### config.mk
export PLATFORM = sky130hd
export DESIGN_NAME = lcd_frame_sched_flat
export DESIGN_NICKNAME = d
export VERILOG_FILES = /design/src/rtl/lcd_pkg.sv /design/src/rtl/lcd_frame_sched_if.sv /design/src/rtl/lcd_rr_arb.sv /design/src/rtl/lcd_frame_sched.sv /design/src/flat_wrapper.sv
export SDC_FILE = /design/constraint.sdc
export NUM_CORES = 1
export LEC_CHECK = 0
export BUFFER_PORTS_ARGS = -buffer_cell sky130_fd_sc_hd__buf_2
export CAP_MARGIN = 15
export CELL_PAD_IN_SITES_DETAIL_PLACEMENT = 0
export CELL_PAD_IN_SITES_GLOBAL_PLACEMENT = 1
export CORE_MARGIN = 1.5
export CORE_UTILIZATION = 53
export DETAILED_ROUTE_END_ITERATION = 12
export PLACE_DENSITY = 0.86
export SKIP_LAST_GASP = 1
export SYNTH_ARGS = -nofsm -noshare
export SYNTH_HDL_FRONTEND = slang
export SYNTH_SLANG_ARGS = --single-unit
### constraint.sdc
create_clock -name clk -period 3 [get_ports clk]
set_input_delay 0.15 -clock clk [delete_from_list [all_inputs] [get_ports clk]]
set_output_delay 0.15 -clock clk [all_outputs]
set_load 0.02 [all_outputs]
### src/rtl/lcd_pkg.sv
// lcd_pkg: shared LCD command bytes, geometry and FSM encodings for the frame scheduler.
package lcd_pkg;
  localparam logic [7:0] LCD_CMD_LINE1 = 8'h80;
  localparam logic [7:0] LCD_CMD_LINE2 = 8'hC0;
  localparam int LCD_COLS = 16;
  localparam int LCD_CELLS = 2 * LCD_COLS;
  typedef enum logic [1:0] {G_IDLE, G_OWN, G_SWAP} g_state_t;
  typedef enum logic [2:0] {S_IDLE, S_ADDR1, S_LINE1, S_ADDR2, S_LINE2} s_state_t;
  function automatic logic [1:0] grant_mask(input logic owner);
    return owner ? 2'b10 : 2'b01;
  endfunction
endpackage

### src/rtl/lcd_frame_sched_if.sv
// lcd_frame_sched_if: requester write windows plus the LCD driver handshake.
interface lcd_frame_sched_if;
  logic [1:0] req;
  logic [1:0] grant;
  logic [1:0] wr_en;
  logic [9:0] wr_addr;
  logic [15:0] wr_data;
  logic abort;
  logic lcd_init_done;
  logic lcd_valid;
  logic lcd_rs;
  logic [7:0] lcd_byte;
  logic lcd_ready;
  logic busy;
  modport master (
    output req, wr_en, wr_addr, wr_data, lcd_init_done, lcd_ready,
    input grant, abort, lcd_valid, lcd_rs, lcd_byte, busy
  );
  modport slave (
    input req, wr_en, wr_addr, wr_data, lcd_init_done, lcd_ready,
    output grant, abort, lcd_valid, lcd_rs, lcd_byte, busy
  );
endinterface

### src/rtl/lcd_rr_arb.sv
// lcd_rr_arb: 2-way one-hot arbiter; LCD_RR_ARB_EN gives round-robin, otherwise requester 0 has fixed priority.
module lcd_rr_arb (
  input logic clk,
  input logic rst,
  input logic [1:0] req,
  input logic take,
  output logic [1:0] win
);
`ifdef LCD_RR_ARB_EN
  logic last;
  // last starts at 1 so requester 0 wins the first tie
  always_ff @(posedge clk or negedge rst)
    if (!rst) last <= 1'b1;
    else if (take) last <= win[1];
  assign win = &req ? (last ? 2'b01 : 2'b10) : req;
`else
  logic unused_ok;
  assign unused_ok = ^{clk, rst, take};
  assign win = req[0] ? 2'b01 : {req[1], 1'b0};
`endif
endmodule

### src/rtl/lcd_frame_sched.sv
// lcd_frame_sched: shares a 2x16 LCD between two requesters via a double-buffered frame and a 34-transfer refresh streamer.
// Define LCD_RR_ARB_EN for round-robin arbitration; the default build uses fixed priority.
module lcd_frame_sched
  import lcd_pkg::*;
#(
  parameter int HOLD_MAX = 4096,
  parameter logic [7:0] BLANK = 8'h20
) (
  input logic clk,
  input logic rst,
  lcd_frame_sched_if.slave bus
);
  localparam int HW = $clog2(HOLD_MAX);
  g_state_t g_state, g_next;
  s_state_t s_state, s_next;
  logic own, take, drop, timeout, swap, start, stop, xfer, wr, front_sel, commit_pending, abort_q;
  logic [1:0] win;
  logic [HW-1:0] hold_cnt;
  logic [3:0] idx;
  logic [4:0] waddr;
  logic [7:0] wdata;
  logic [1:0][LCD_CELLS-1:0][7:0] bank;

  lcd_rr_arb arb (.clk(clk), .rst(rst), .req(bus.req), .take(take), .win(win));

  always_comb begin
    g_next = g_state;
    take = 1'b0;
    drop = 1'b0;
    timeout = 1'b0;
    swap = 1'b0;
    case (g_state)
      G_IDLE: begin
        take = |bus.req;
        g_next = take ? G_OWN : G_IDLE;
      end
      G_OWN: begin
        drop = !bus.req[own];
        timeout = !drop && hold_cnt == HW'(HOLD_MAX - 1);
        g_next = drop ? G_SWAP : timeout ? G_IDLE : G_OWN;
      end
      default: begin
        swap = s_state == S_IDLE;
        g_next = swap ? G_IDLE : G_SWAP;
      end
    endcase
  end

  always_ff @(posedge clk or negedge rst)
    if (!rst) begin
      g_state <= G_IDLE;
      own <= 1'b0;
      hold_cnt <= '0;
      abort_q <= 1'b0;
    end else begin
      g_state <= g_next;
      abort_q <= timeout;
      own <= take ? win[1] : own;
      hold_cnt <= take ? '0 : g_state == G_OWN ? hold_cnt + 1'b1 : hold_cnt;
    end

  assign wr = g_state == G_OWN && bus.wr_en[own];
  assign waddr = own ? bus.wr_addr[9:5] : bus.wr_addr[4:0];
  assign wdata = own ? bus.wr_data[15:8] : bus.wr_data[7:0];

  // swap flips banks and refreshes the new back bank from the just-committed front in one cycle
  always_ff @(posedge clk or negedge rst)
    if (!rst) begin
      front_sel <= 1'b0;
      bank <= {(2 * LCD_CELLS){BLANK}};
    end else if (swap) begin
      front_sel <= ~front_sel;
      bank[front_sel] <= bank[~front_sel];
    end else if (wr) begin
      bank[~front_sel][waddr] <= wdata;
    end

  assign xfer = bus.lcd_valid && bus.lcd_ready;
  assign start = s_state == S_IDLE && bus.lcd_init_done && commit_pending && g_state != G_SWAP;

  always_comb begin
    s_next = s_state;
    stop = 1'b0;
    if (s_state == S_IDLE) s_next = start ? S_ADDR1 : S_IDLE;
    else if (xfer) begin
      stop = !bus.lcd_init_done;
      s_next = stop ? S_IDLE :
               s_state == S_ADDR1 ? S_LINE1 :
               s_state == S_ADDR2 ? S_LINE2 :
               idx != 4'(LCD_COLS - 1) ? s_state :
               s_state == S_LINE1 ? S_ADDR2 : S_IDLE;
    end
  end

  always_ff @(posedge clk or negedge rst)
    if (!rst) begin
      s_state <= S_IDLE;
      idx <= '0;
    end else begin
      s_state <= s_next;
      idx <= s_state == S_IDLE ? 4'd0 : xfer && bus.lcd_rs ? idx + 4'd1 : idx;
    end

  // a release or an interrupted stream both schedule a full-frame resend; setting beats clearing
  always_ff @(posedge clk or negedge rst)
    if (!rst) commit_pending <= 1'b1;
    else commit_pending <= drop || stop ? 1'b1 : start ? 1'b0 : commit_pending;

  assign bus.grant = g_state == G_OWN ? grant_mask(own) : 2'b00;
  assign bus.abort = abort_q;
  assign bus.busy = s_state != S_IDLE;
  assign bus.lcd_valid = s_state != S_IDLE;
  assign bus.lcd_rs = s_state == S_LINE1 || s_state == S_LINE2;
  assign bus.lcd_byte = s_state == S_ADDR1 ? LCD_CMD_LINE1 :
                        s_state == S_ADDR2 ? LCD_CMD_LINE2 :
                        bus.lcd_rs ? bank[front_sel][{s_state == S_LINE2, idx}] : 8'h00;
endmodule

### src/flat_wrapper.sv
// flat-port wrapper written by rule: the top's interface ports become plain ports
module lcd_frame_sched_flat import lcd_pkg::*;
#(
  parameter int HOLD_MAX = 4096,
  parameter logic [7:0] BLANK = 8'h20
)
  (clk, rst, bus_req, bus_wr_en, bus_wr_addr, bus_wr_data, bus_lcd_init_done, bus_lcd_ready, bus_grant, bus_abort, bus_lcd_valid, bus_lcd_rs, bus_lcd_byte, bus_busy);
  lcd_frame_sched_if bus_i ();
  input logic clk;
  input logic rst;
  input wire logic [$bits(bus_i.req)-1:0] bus_req;
  input wire logic [$bits(bus_i.wr_en)-1:0] bus_wr_en;
  input wire logic [$bits(bus_i.wr_addr)-1:0] bus_wr_addr;
  input wire logic [$bits(bus_i.wr_data)-1:0] bus_wr_data;
  input wire logic [$bits(bus_i.lcd_init_done)-1:0] bus_lcd_init_done;
  input wire logic [$bits(bus_i.lcd_ready)-1:0] bus_lcd_ready;
  output wire logic [$bits(bus_i.grant)-1:0] bus_grant;
  output wire logic [$bits(bus_i.abort)-1:0] bus_abort;
  output wire logic [$bits(bus_i.lcd_valid)-1:0] bus_lcd_valid;
  output wire logic [$bits(bus_i.lcd_rs)-1:0] bus_lcd_rs;
  output wire logic [$bits(bus_i.lcd_byte)-1:0] bus_lcd_byte;
  output wire logic [$bits(bus_i.busy)-1:0] bus_busy;
  assign bus_i.req = bus_req;
  assign bus_i.wr_en = bus_wr_en;
  assign bus_i.wr_addr = bus_wr_addr;
  assign bus_i.wr_data = bus_wr_data;
  assign bus_i.lcd_init_done = bus_lcd_init_done;
  assign bus_i.lcd_ready = bus_lcd_ready;
  assign bus_grant = bus_i.grant;
  assign bus_abort = bus_i.abort;
  assign bus_lcd_valid = bus_i.lcd_valid;
  assign bus_lcd_rs = bus_i.lcd_rs;
  assign bus_lcd_byte = bus_i.lcd_byte;
  assign bus_busy = bus_i.busy;
  lcd_frame_sched #(.HOLD_MAX(HOLD_MAX), .BLANK(BLANK)) u_core (.clk(clk), .rst(rst), .bus(bus_i));
endmodule
* Yosys cells after proc, flatten, opt, wreduce, memory -nomap -nowiden *
Cells that the tools add are included.
Widths: inputs -> output; s select.

word-level totals
  word-level logic and storage cells = 170
  output and inout bits = 14
  input bits = 34
  register bits after elaboration = 537

cells by class
  $lt $le $gt $ge = 8
  eq/ne operators = 9
  reductions and logical operators = 25
  bitwise gates (word level) = 1
  $add $sub $neg = 2
  mux-type cells = 53

operators by type and width
  cell                   count
  $mux 256               6
  $bwmux 512             2
  $mux 512               2
  $demux 256 s1          2
  $mux 8                 6
  $bmux 8 s5             1
  $demux 8 s5            1
  $mux 12                2
  $mux 3                 6
  $mux 1                 15
  $add 12x1->12 const B  1
  $eq 12x12->1 const B   1
  $lt 5x6->1 const B     2
  $mux 2                 6
  $logic_and 1x1->1      10
  $reduce_bool 2->1      5
  $mux 4                 2
  $eq 3x2->1 const B     2
  $lt 1x2->1 const B     3
  $ge 5x1->1 const B     1
  $mux 5                 1
  $ne 5x4->1 const B     1
  $add 4x1->4 const B    1
  $ne 4x4->1 const B     1
  other kinds (14)       18

* Longest topological paths before layout *
Gate-level depths: netlist (run 1).

  depth after elaboration = 10
  depth in mapped cells = 10

* Cells and area by module *
Synthesis (run 1) repeated with hierarchy kept, for this count alone.

unflattened totals
  cells, all modules = 2610
  area, all modules = 29662.2 um^2

modules (own cells, without submodules)
  module           area an instance (um^2)  instances  cells an instance
  lcd_frame_sched  29640.9                  1          2608
  lcd_rr_arb       21.3                     1          2

* Worst setup path before layout (run 1) *
No wires, ideal clock.

  kind = register to output
  start = register u_core.idx[0]
  end = output port bus_lcd_byte[0]
  path buffers = 2
  stages on the path, launching flop included = 7
  slack = 673 ps
  data arrival time = 2177 ps
  cells stage by stage = dfrtp_1 buf_2 buf_1 mux4_2 mux4_2 a221oi_1 a21oi_1

between the ends
  cells in the longest elaborated chain, start to end = 5

RTL lines
  element                       RTL line                source
  start: declaration            lcd_frame_sched.sv:19   logic [3:0] idx;
  start signal: assignment      lcd_frame_sched.sv:101  idx <= s_state == S_IDLE ? 4'd0 : xfer && bus.lcd_rs ? idx + 4'd1 : idx;
  $bmux 8 s5                    lcd_frame_sched.sv:116  bus.lcd_rs ? bank[front_sel][{s_state == S_LINE2, idx}] : 8'h00;
  $mux 8 (implied by the code)  lcd_frame_sched.sv:116
  $mux 8                        lcd_frame_sched.sv:116
  $mux 8                        lcd_frame_sched.sv:115  s_state == S_ADDR2 ? LCD_CMD_LINE2 :
  $mux 8                        lcd_frame_sched.sv:114  assign bus.lcd_byte = s_state == S_ADDR1 ? LCD_CMD_LINE1 :
  end: declaration              flat_wrapper.sv:21      output wire logic [$bits(bus_i.lcd_byte)-1:0] bus_lcd_byte;

No other way between the ends. The select of a mux whose other input is x is not followed.

* Worst setup path in the final report (run 1) *
  start = register u_core.front_sel
  end = output port bus_lcd_byte[1]

between the ends
  cells in the longest elaborated chain, start to end = 7

RTL lines
  element                                       RTL line                source
  start: declaration                            lcd_frame_sched.sv:16   logic own, take, drop, timeout, swap, start, stop, xfer, wr, front_sel, commit_pending, abort_q;
  start signal: assignment                      lcd_frame_sched.sv:72   front_sel <= ~front_sel;
  $mux 256 (implied by the code) (2 in series)  lcd_frame_sched.sv:116
  $bmux 8 s5                                    lcd_frame_sched.sv:116
  $mux 8 (implied by the code)                  lcd_frame_sched.sv:116
  $mux 8                                        lcd_frame_sched.sv:116
  $mux 8                                        lcd_frame_sched.sv:115
  $mux 8                                        lcd_frame_sched.sv:114

No other way between the ends. The select of a mux whose other input is x is not followed.

==> run metrics, run 1 <==
status finished, violations left; failing checks negative setup slack; Buf/Inv on CP 3; CP max stage delay 570 ps; met1 GRT Util 46.73%; top cells by area, synth dfrtp_1, o2bb2ai_1, a22oi_1, mux4_2, dfstp_2; Global Route met3 Usage 8.873%; fin worst setup slack -376.4 ps; Ys Warns 0; Arrival @ worst endpoint 3230 ps; initial DRC count 3311; Die H 238.4 um; First-pass DRT Iterations 6; Tmin final 3376 ps; Clk Latency, worst-skew pair 640 ps; met2 Resource Use GR 50.11%; CP cell instances buf_12 > buf_12 > mux4_2 > mux4_2 > a221oi_2 > a21oi_2 > buf_2; total gr overflow 0; core area 54990 um2; Root Driver clkbuf_16; dpl hpwl 58.20 mm; Setup CP Type register to output pin; DR DRC count 0; NumNets Final 2371; clk sinks 537; ANT nets after route 0; drt wl/cell 30.62 um; initial antenna violation count 0; Post-Syn Area 29380 um2; DIE AREA 56850 um2; Leakage Power 11.79 nW; initial core utilization 53.43%; # fillers 4240; CP top delay family multiplexers; PortBufs 47; Worst VDD drop 0.0006480 V; first-pass GRT wire length 148.5 mm; crit path capture type output pin; overall routed net length 95.92 mm; vias in the first global route 23820; pin count of the biggest net entering global routing 117; crit path max-delay cell type mux4_2; GPL Wtd Cong 0.8998; H-tree Lvls 2; f_max 296.2 MHz; final setup violation count 8; Final Slew Violations 0; final hold violation count 0; Avg Vias per Cell 7.645; Layout Skew 34.21 ps; synth unique cells 58; final critical-path share of the clock period 112.5%; RSZ-0062 raised after global routing true; total CTS buffers 58; cells after synthesis 2322; ys flop type dfrtp_1; share of layout cells above drive strength 1 27.77%; Power Density 1089 nW/um2; Slew headroom 15.31%; max-cap viol count 0; Core Rows 86; Synth area leader dfrtp_1; CP required 2850 ps; #FFs+latches synth 537; antenna cells 0; EDFF count, synth 0; GRT Overall Usage 33.83%; CTS max path bufs 3; Syn Area/Cell 12.65 um2; FFs w/ async S/R, synth 100.0%; Clock transition at path regs 70 ps; TritonCTS clock tree done; Final Core Density 60.62%; gr busiest metal met2; Area Growth Syn to Fin 13.45%; Seq/Total Area, Yosys 46.02%; Synth top area share 40.20%; worst-path maximum fanout 6; startpoint types register; die width 238.4 um; hold_ws 101.3 ps; Worst Tran Pin Value 1267 ps; # IOs 48; HP Class primary input to asynchronous set/reset pin; DR vias 23940; Synth Net Count 2358
==> kinds of logic after synthesis <==
group,Yosys count,synth area share [%]
buffers and inverters,242,4.323
flip-flops,537,46.02
XOR/XNOR,5,0.1490
AO/OA/AOI/OAI,1183,34.00
AND/OR/NAND/NOR,177,3.343
multiplexers,176,12.09
adder cells (fa/ha/maj),2,0.08516
==> placed cells by master (no fill, tap or decap), types with 5 or more instances in the layout <==
master         netlist  routed
nand3_1             13      12
dlygate4sd3_1        0       6
clkinv_2             0       9
nor2_1              30      29
mux4_2             142     142
o211ai_2             8       6
clkbuf_16            0      66
nor2_4               1       6
o21ai_4             56      57
buf_4               12      85
dfstp_2             65      65
nand2b_1             5       5
clkbuf_1            89      20
a31oi_1              5       5
and3_1               5       5
and3b_1              6       6
a21oi_2              0       7
mux2_2              10      10
mux2i_1             24      21
clkbuf_8             0      17
a22oi_1            514     514
buf_2              101      40
o22ai_2              0       7
dfrtp_1            472     470
o2bb2ai_1          512     512
buf_12               5      40
o21ai_2             17      17
o21ai_0             14      14
buf_16               0       8
nor2_2              56      52
a21oi_1             20      12
nor3_1               6       6
nand2_1             33      33
nor3b_1              7       7
inv_1                6       6
==> through the flow <==
step | TNS, ps | instance area [um2] | setup WS, ps | instances | total power (W)
after global routing | -2885 | 33330 | -398.4 | 3132 | 0.03764
final | -2714 | 33330 | -376.4 | 3132 | 0.03630
after detailed placement | 0 | 30700 | 149.8 | 2994 | 0.02767
after global placement | 0 | 30700 | 129.8 | 2994 | 0.02701
after floorplan | 0 | 29380 | 673.4 | 2322 | 0.02305
after CTS | -2542 | 33060 | -344.3 | 3123 | 0.03561
==> worst register-to-register path, stage by stage (launching register included) <==
cell and delay (ps):
dfrtp_4 540, buf_4 190, clkbuf_16 200, clkinv_1 190, o211ai_2 570, nor2_2 720, o21ai_4 190, o2bb2ai_1 180
==> routing by layer <==
layer  vias to the layer above  part of all wire [%]
li1                       9736                     -
met1                     12340                    39
met2                      1603                    46
met3                       267                    11
met4                         0                   4.4
met5                         -                     0
==> cell type report <==
| class | count | area, um2 | area share, % |
|---|---|---|---|
| clock buffer | 98 | 1836 | 5.507 |
| clock inverter | 11 | 105.1 | 0.3153 |
| inverter | 9 | 33.78 | 0.1014 |
| multi-input combinational | 1543 | 14820 | 44.47 |
| sequential | 537 | 13530 | 40.58 |
| tap | 748 | 935.9 | 2.808 |
| timing repair buffer | 186 | 2071 | 6.213 |
==> cell usage after synthesis, drive strengths merged (2+ instances only) <==
library cell and number:
a211oi 4, a21oi 20, a221oi 4, a22o 3, a22oi 514, a31oi 5, and2 2, and3 5
and3b 6, buf 144, clkbuf 89, clkinv 2, dfrtp 472, dfstp 65, ha 2, inv 7
mux2 10, mux2i 24, mux4 142, nand2 33, nand2b 5, nand3 13, nor2 88, nor2b 3
nor3 6, nor3b 7, o211ai 10, o21ai 88, o221ai 6, o22ai 10, o2bb2ai 512, o31ai 2
o41ai 2, or3 3, xnor2 4
==> power by group <==
part	switching [W]	internal, W	total [W]	leakage [nW]
Combinational	0.00864	0.00675	0.0154	3.70
Clock	0.00304	0.00430	0.00734	0.961
Sequential	0.00294	0.0106	0.0136	7.13
Total	0.0146	0.0217	0.0363	11.8
==> sequential cells by signal (all words and copies together), names as in the netlist <==
signal / count
u_core.bank: 512
u_core.bus.abort: 1
u_core.commit_pending: 1
u_core.front_sel: 1
u_core.g_state: 2
u_core.hold_cnt: 12
u_core.idx: 4
u_core.own: 1
u_core.s_state: 3
==> path summary, 6_finish.rpt <==
path	startpoint	end	slack, ps	depth (start not counted)
max	u_core.front_sel	bus_lcd_byte[1]	-380	7
min	rst	u_core.hold_cnt[6]	100	2
max reg2reg	u_core.front_sel	u_core.bank[386]	60	7
min reg2reg	u_core.hold_cnt[11]	u_core.hold_cnt[11]	480	1
max in group asynchronous	rst	u_core.bank[235]	1710	4
min in group clk	bus_lcd_init_done	u_core.s_state[2]	420	4
==> what timing repair did <==
item	4_1_cts	5_1_grt
cloned	4	5
hold buffers	6	0
pin swaps	2	6
endpoints found under the setup margin	8	56
gates resized for setup	26	29
buffers inserted	10	5
endpoints found under the hold margin	71	0
Power figures use the tool's default switching activity.
==> run 2: changes to the inputs <==
Settings changed: PLACE_DENSITY 0.86 to not set, PLACE_DENSITY_LB_ADDON set to 0.05.
==> run 2 against run 1 <==
- the flow still finishes with violations (negative setup slack)
- flip-flop and latch count stayed put
- cell count is 0.42% lower
- combinational power hardly changed
- critical endpoint is now bus_lcd_byte[6]
- largest cell class unchanged
- largest power group unchanged
==> run metrics, run 2 (same netlist as run 1, synthesis figures left out) <==
CP required 2850 ps (about the same); Worst VDD drop 0.0007226 V (+12%); initial DRC count 2741 (-17%); DIE AREA 56850 um2 (unchanged); # IOs 48 (unchanged); RR Startpoint u_core.front_sel; startpoint types register; final hold violation count 0 (unchanged); GRT Overall Usage 34.37% (+0.54 points); ANT nets after route 0 (unchanged); GPL Wtd Cong 0.8292 (-7.8%); clk sinks 537 (unchanged); fin worst setup slack -381.8 ps (-5.399 ps); total gr overflow 0 (unchanged); Root Driver clkbuf_16; Core Rows 86 (unchanged); depth of the most critical reg-to-reg path 9 (+2); crit path capture type output pin; core area 54990 um2 (unchanged); First-pass DRT Iterations 6 (unchanged); share of layout cells above drive strength 1 27.71% (-0.059 points); f_max 295.7 MHz (-0.16%); Largest regs u_core.bank (512), u_core.hold_cnt (12), u_core.idx (4); initial core utilization 53.43% (unchanged); Area Growth Syn to Fin 13.96%; drt wl/cell 31.15 um (+1.7%); vias in the first global route 23040 (-3.3%); Tmin final 3382 ps (+5.399 ps); Avg Vias per Cell 7.475 (-2.2%); reg2reg setup slack 180 ps (+120 ps); # fillers 4283 (+1.0%); NumNets Final 2355 (-0.67%); commonest cells after routing, fill and taps aside a22oi_1, o2bb2ai_1, dfrtp_1; TritonCTS clock tree done; Setup CP Type register to output pin; first-pass GRT wire length 149.7 mm (+0.78%); final critical-path share of the clock period 112.7% (+0.18 points); initial antenna violation count 0 (unchanged); antenna cells 0 (unchanged); DR DRC count 0 (unchanged); DR vias 23320 (-2.6%); status finished, violations left; dpl hpwl 58.37 mm (+0.29%); Clk Latency, worst-skew pair 650 ps (about the same); Final Slew Violations 0 (unchanged); Layout Skew 21.98 ps (-12.23 ps); Die H 238.4 um (unchanged); pin count of the biggest net entering global routing 135 (+15%); HP Class primary input to asynchronous set/reset pin; RSZ-0062 raised after global routing true; fin area 33480 um2 (+0.45%); Crit Reg-Reg Endpoint u_core.bank[375]; total CTS buffers 60 (+3.4%); worst-path maximum fanout 19 (+13); Setup TNS Final -2666 ps (+47.53 ps); die width 238.4 um (unchanged); final setup violation count 8 (unchanged); Clock transition at path regs 60 ps (about the same); most common cell after layout, fill and taps aside a22oi_1; Most flops, register u_core.bank; Power Density 1110 nW/um2 (+2.0%); Leakage Power 11.81 nW (+0.16%); max-cap viol count 0 (unchanged); H-tree Lvls 2 (unchanged); max reg flops 512 (unchanged); PortBufs 47 (unchanged); Slew headroom 29.63% (+14 points); Arrival @ worst endpoint 3230 ps (about the same); overall routed net length 97.15 mm (+1.3%); Setup crit start u_core.front_sel; failing checks negative setup slack; crit path to bus_lcd_byte[6]; placed inst area 30520 um2 (-0.57%); Worst Tran Pin Value 1056 ps (-211.1 ps); CTS max path bufs 3 (unchanged)
run 2: changes by cell type in the layout (fill, tap and decap cells not counted), moves of 5 or more:
cell / delta
buf_4: -24
buf_6: +6
bufinv_16: +9
clkbuf_8: -5
nor2_2: +6
nor2_4: -5
run 2: layout make-up:
class / instances / area (um2) / share of cell area [%]
Multi-Input combinational cell: 1543 / 14870 / 44.41
Timing Repair Buffer: 168 / 1953 / 5.833
Inverter: 9 / 33.78 / 0.1009
Clock buffer: 89 / 1752 / 5.232
Clock inverter: 25 / 412.9 / 1.233
Tap cell: 748 / 935.9 / 2.795
Sequential cell: 537 / 13530 / 40.40
run 2: through the flow:
stage / total power (W) / std cells / hold slack [ps] / setup slack (ps) / utilization, %
2_1_floorplan: 0.02305 / 2322 / -145.6 / 673.4 / -
3_3_place_gp: 0.02724 / 2977 / 186.2 / -216.5 / 55.51
3_5_place_dp: 0.02771 / 2977 / 197.5 / -222.0 / 55.51
4_1_cts: 0.03698 / 3119 / 124.6 / -376.3 / 60.84
5_1_grt: 0.03869 / 3119 / 149.7 / -382.8 / 60.89
6_report: 0.03718 / 3119 / 112.5 / -381.8 / 60.89
run 2: worst min path at each step:
stage	from	endpoint	slack [ps]	depth (start not counted)
2_1_floorplan	rst	u_core.bank[0]	-150	0
3_3_place_gp	rst	u_core.hold_cnt[7]	190	1
3_5_place_dp	rst	u_core.hold_cnt[7]	200	1
4_1_cts	rst	u_core.hold_cnt[7]	120	2
5_1_grt	rst	u_core.hold_cnt[9]	150	2
6_report	rst	u_core.hold_cnt[9]	110	2
run 2: metal layers:
metal	wire, um	vias to the layer above	track usage, %
met5	0	-	0
met4	3047	0	11.28
met3	8401	165	7.126
met2	44580	1167	51.45
met1	41120	12260	50.06
li1	-	9719	-
run 2: what timing repair did:
action	in CTS	in global routing
setup endpoints to repair	8	8
hold buffers	7	0
hold endpoints to repair	74	0
gates cloned	9	1
pin swaps	10	6
buffers inserted	15	1
gates resized for setup	54	18
run 2: report_power, final:
group	total (W)	switching, W	internal [W]
Combinational	0.0155	0.00879	0.00672
Sequential	0.0135	0.00289	0.0106
Clock	0.00814	0.00317	0.00497
run 2: worst max-delay path, cell delays in order (launching register included):
cell and delay (ps):
dfrtp_4 440, buf_12 170, buf_12 160, buf_16 150, buf_12 210, mux2i_1 280, o221ai_1 220, a311oi_1 580
o32ai_2 190, buf_2 200
==> run 3: changes to the inputs <==
Settings changed: PLACE_DENSITY_LB_ADDON 0.05 to 0.25.
==> run 3 against run 2 <==
- the flow still finishes with violations (negative setup slack)
- register-to-register slack worse by 80 ps
- routed wire length fell by 0.86%
- non-clock buffer count increased by 31
- die area unchanged
- highest routed layer is now met5
- largest power group unchanged
==> run metrics, run 3 (same netlist as run 1, synthesis figures left out) <==
initial core utilization 53.43% (unchanged); Tmin final 3364 ps (-17.85 ps); dpl hpwl 57.66 mm (-1.2%); depth of the most critical reg-to-reg path 8 (-1); status finished, violations left; final hold violation count 0 (unchanged); vias in the first global route 23340 (+1.3%); Final Slew Violations 0 (unchanged); initial DRC count 2947 (+7.5%); Largest regs u_core.bank (512), u_core.hold_cnt (12), u_core.idx (4); Area Growth Syn to Fin 14.18%; DIE AREA 56850 um2 (unchanged); antenna cells 0 (unchanged); GRT Overall Usage 33.68% (-0.69 points); f_max 297.3 MHz (+0.53%); worst-path maximum fanout 8 (-11); core area 54990 um2 (unchanged); Root Driver clkbuf_16; max reg flops 512 (unchanged); Avg Vias per Cell 7.514 (+0.51%); RR Startpoint u_core.front_sel; Slew headroom 18.73% (-11 points); final critical-path share of the clock period 112.1% (-0.59 points); RSZ-0062 raised after global routing true; Clk Latency, worst-skew pair 650 ps (about the same); H-tree Lvls 2 (unchanged); CTS max path bufs 3 (unchanged); Layout Skew 26.87 ps (+4.889 ps); Leakage Power 11.89 nW (+0.76%); max-cap viol count 0 (unchanged); NumNets Final 2386 (+1.3%); total CTS buffers 60 (unchanged); die width 238.4 um (unchanged); failing checks negative setup slack; Post-Layout Cell Count 3147 (+0.90%); CP cell instances buf_12 > buf_16 > mux4_2 > mux4_2 > and2_4 > o21ai_2 > o211ai_1 > buf_4; Setup CP Type register to output pin; DR vias 23650 (+1.4%); Arrival @ worst endpoint 3210 ps (-20 ps); PortBufs 47 (unchanged); Core Rows 86 (unchanged); DR DRC count 0 (unchanged); final setup violation count 8 (unchanged); first-pass GRT wire length 147.6 mm (-1.4%); total gr overflow 0 (unchanged); most common cell after layout, fill and taps aside a22oi_1; Buf/Inv on CP 3 (-2); CP max stage delay 570 ps (about the same); Multi-input gate area 14850 um2 (-0.13%); Worst VDD drop 0.001120 V (+55%); clk sinks 537 (unchanged); Crit Reg-Reg Endpoint u_core.bank[308]; pre-CTS setup slack 158.8 ps (+380.8 ps); Die H 238.4 um (unchanged); crit path capture type output pin; drt wl/cell 30.61 um (-1.7%); HP Class primary input to asynchronous set/reset pin; CP top delay family multiplexers; GPL Wtd Cong 0.8702 (+4.9%); CP required 2850 ps (about the same); register area 13530 um2 (unchanged); Worst Tran Pin Value 1215 ps (+159.9 ps); # IOs 48 (unchanged); crit path max-delay cell type mux4_2; TritonCTS clock tree done; fin worst setup slack -363.9 ps (+17.85 ps); Clock transition at path regs 60 ps (about the same); share of layout cells above drive strength 1 28.72% (+1.0 points); startpoint types register; initial antenna violation count 1 (+1); cell mode on critical path mux4_2; commonest cells after routing, fill and taps aside a22oi_1, o2bb2ai_1, dfrtp_1; # fillers 4172 (-2.6%); First-pass DRT Iterations 6 (unchanged); Most flops, register u_core.bank; pin count of the biggest net entering global routing 117 (-13%); reg2reg setup slack 100 ps (-80 ps); dpl cells 3004 (+0.91%); overall routed net length 96.31 mm (-0.86%); Power Density 1098 nW/um2 (-1.1%); ANT nets after route 0 (unchanged)
## run 3: per-layer routing
layer | vias to the layer above | wire (um) | track usage, %
met4 | 2 | 3949 | 14.44
met3 | 220 | 7887 | 5.807
li1 | 9785 | - | -
met5 | - | 13 | 0
met2 | 1273 | 44430 | 51.14
met1 | 12370 | 40030 | 47.89
## run 3: layout make-up
class                           count  share of cell area [%]
Multi-Input combinational cell   1543                   44.26
Inverter                            9                  0.1007
Tap cell                          748                   2.790
Clock inverter                     21                  0.7273
Clock buffer                       90                   5.352
Timing Repair Buffer              199                   6.442
Sequential cell                   537                   40.32
## run 3: repair_timing
item / in CTS / in global routing
endpoints found under the setup margin: 8 / 136
hold buffers: 6 / 0
pin swaps: 6 / 10
resized for setup: 49 / 31
cloned: 9 / 3
buffers inserted: 10 / 6
hold endpoints to repair: 87 / 0
## run 3: metrics by stage
stage	power (W)	util, %	hold slack (ps)	TNS (ps)	area, um2
final	0.03685	61.01	155.5	-2490	33540
after floorplan	0.02305	-	-145.6	0	29380
after global routing	0.03824	61.01	242.9	-2788	33540
after CTS	0.03635	60.66	206.0	-2971	33350
after detailed placement	0.02770	55.74	273.1	0	30650
after global placement	0.02710	55.74	261.6	0	30650
## run 3: report_power, final
| group | leakage (nW) | internal (W) | switching [W] |
|---|---|---|---|
| registers | 7.13 | 0.0106 | 0.00288 |
| logic | 3.76 | 0.00687 | 0.00883 |
| clock network | 1.01 | 0.00454 | 0.00310 |
## run 3: worst max-delay path by stage
stage                          start              end  slack, ps  cells after the start
finish              u_core.front_sel  bus_lcd_byte[7]       -360                      8
global route        u_core.front_sel  bus_lcd_byte[0]       -400                      8
CTS                 u_core.front_sel  bus_lcd_byte[5]       -380                      9
detailed placement  u_core.front_sel  bus_lcd_byte[7]        160                      8
global placement    u_core.front_sel  bus_lcd_byte[7]        180                      8
floorplan              u_core.idx[0]  bus_lcd_byte[0]        670                      6
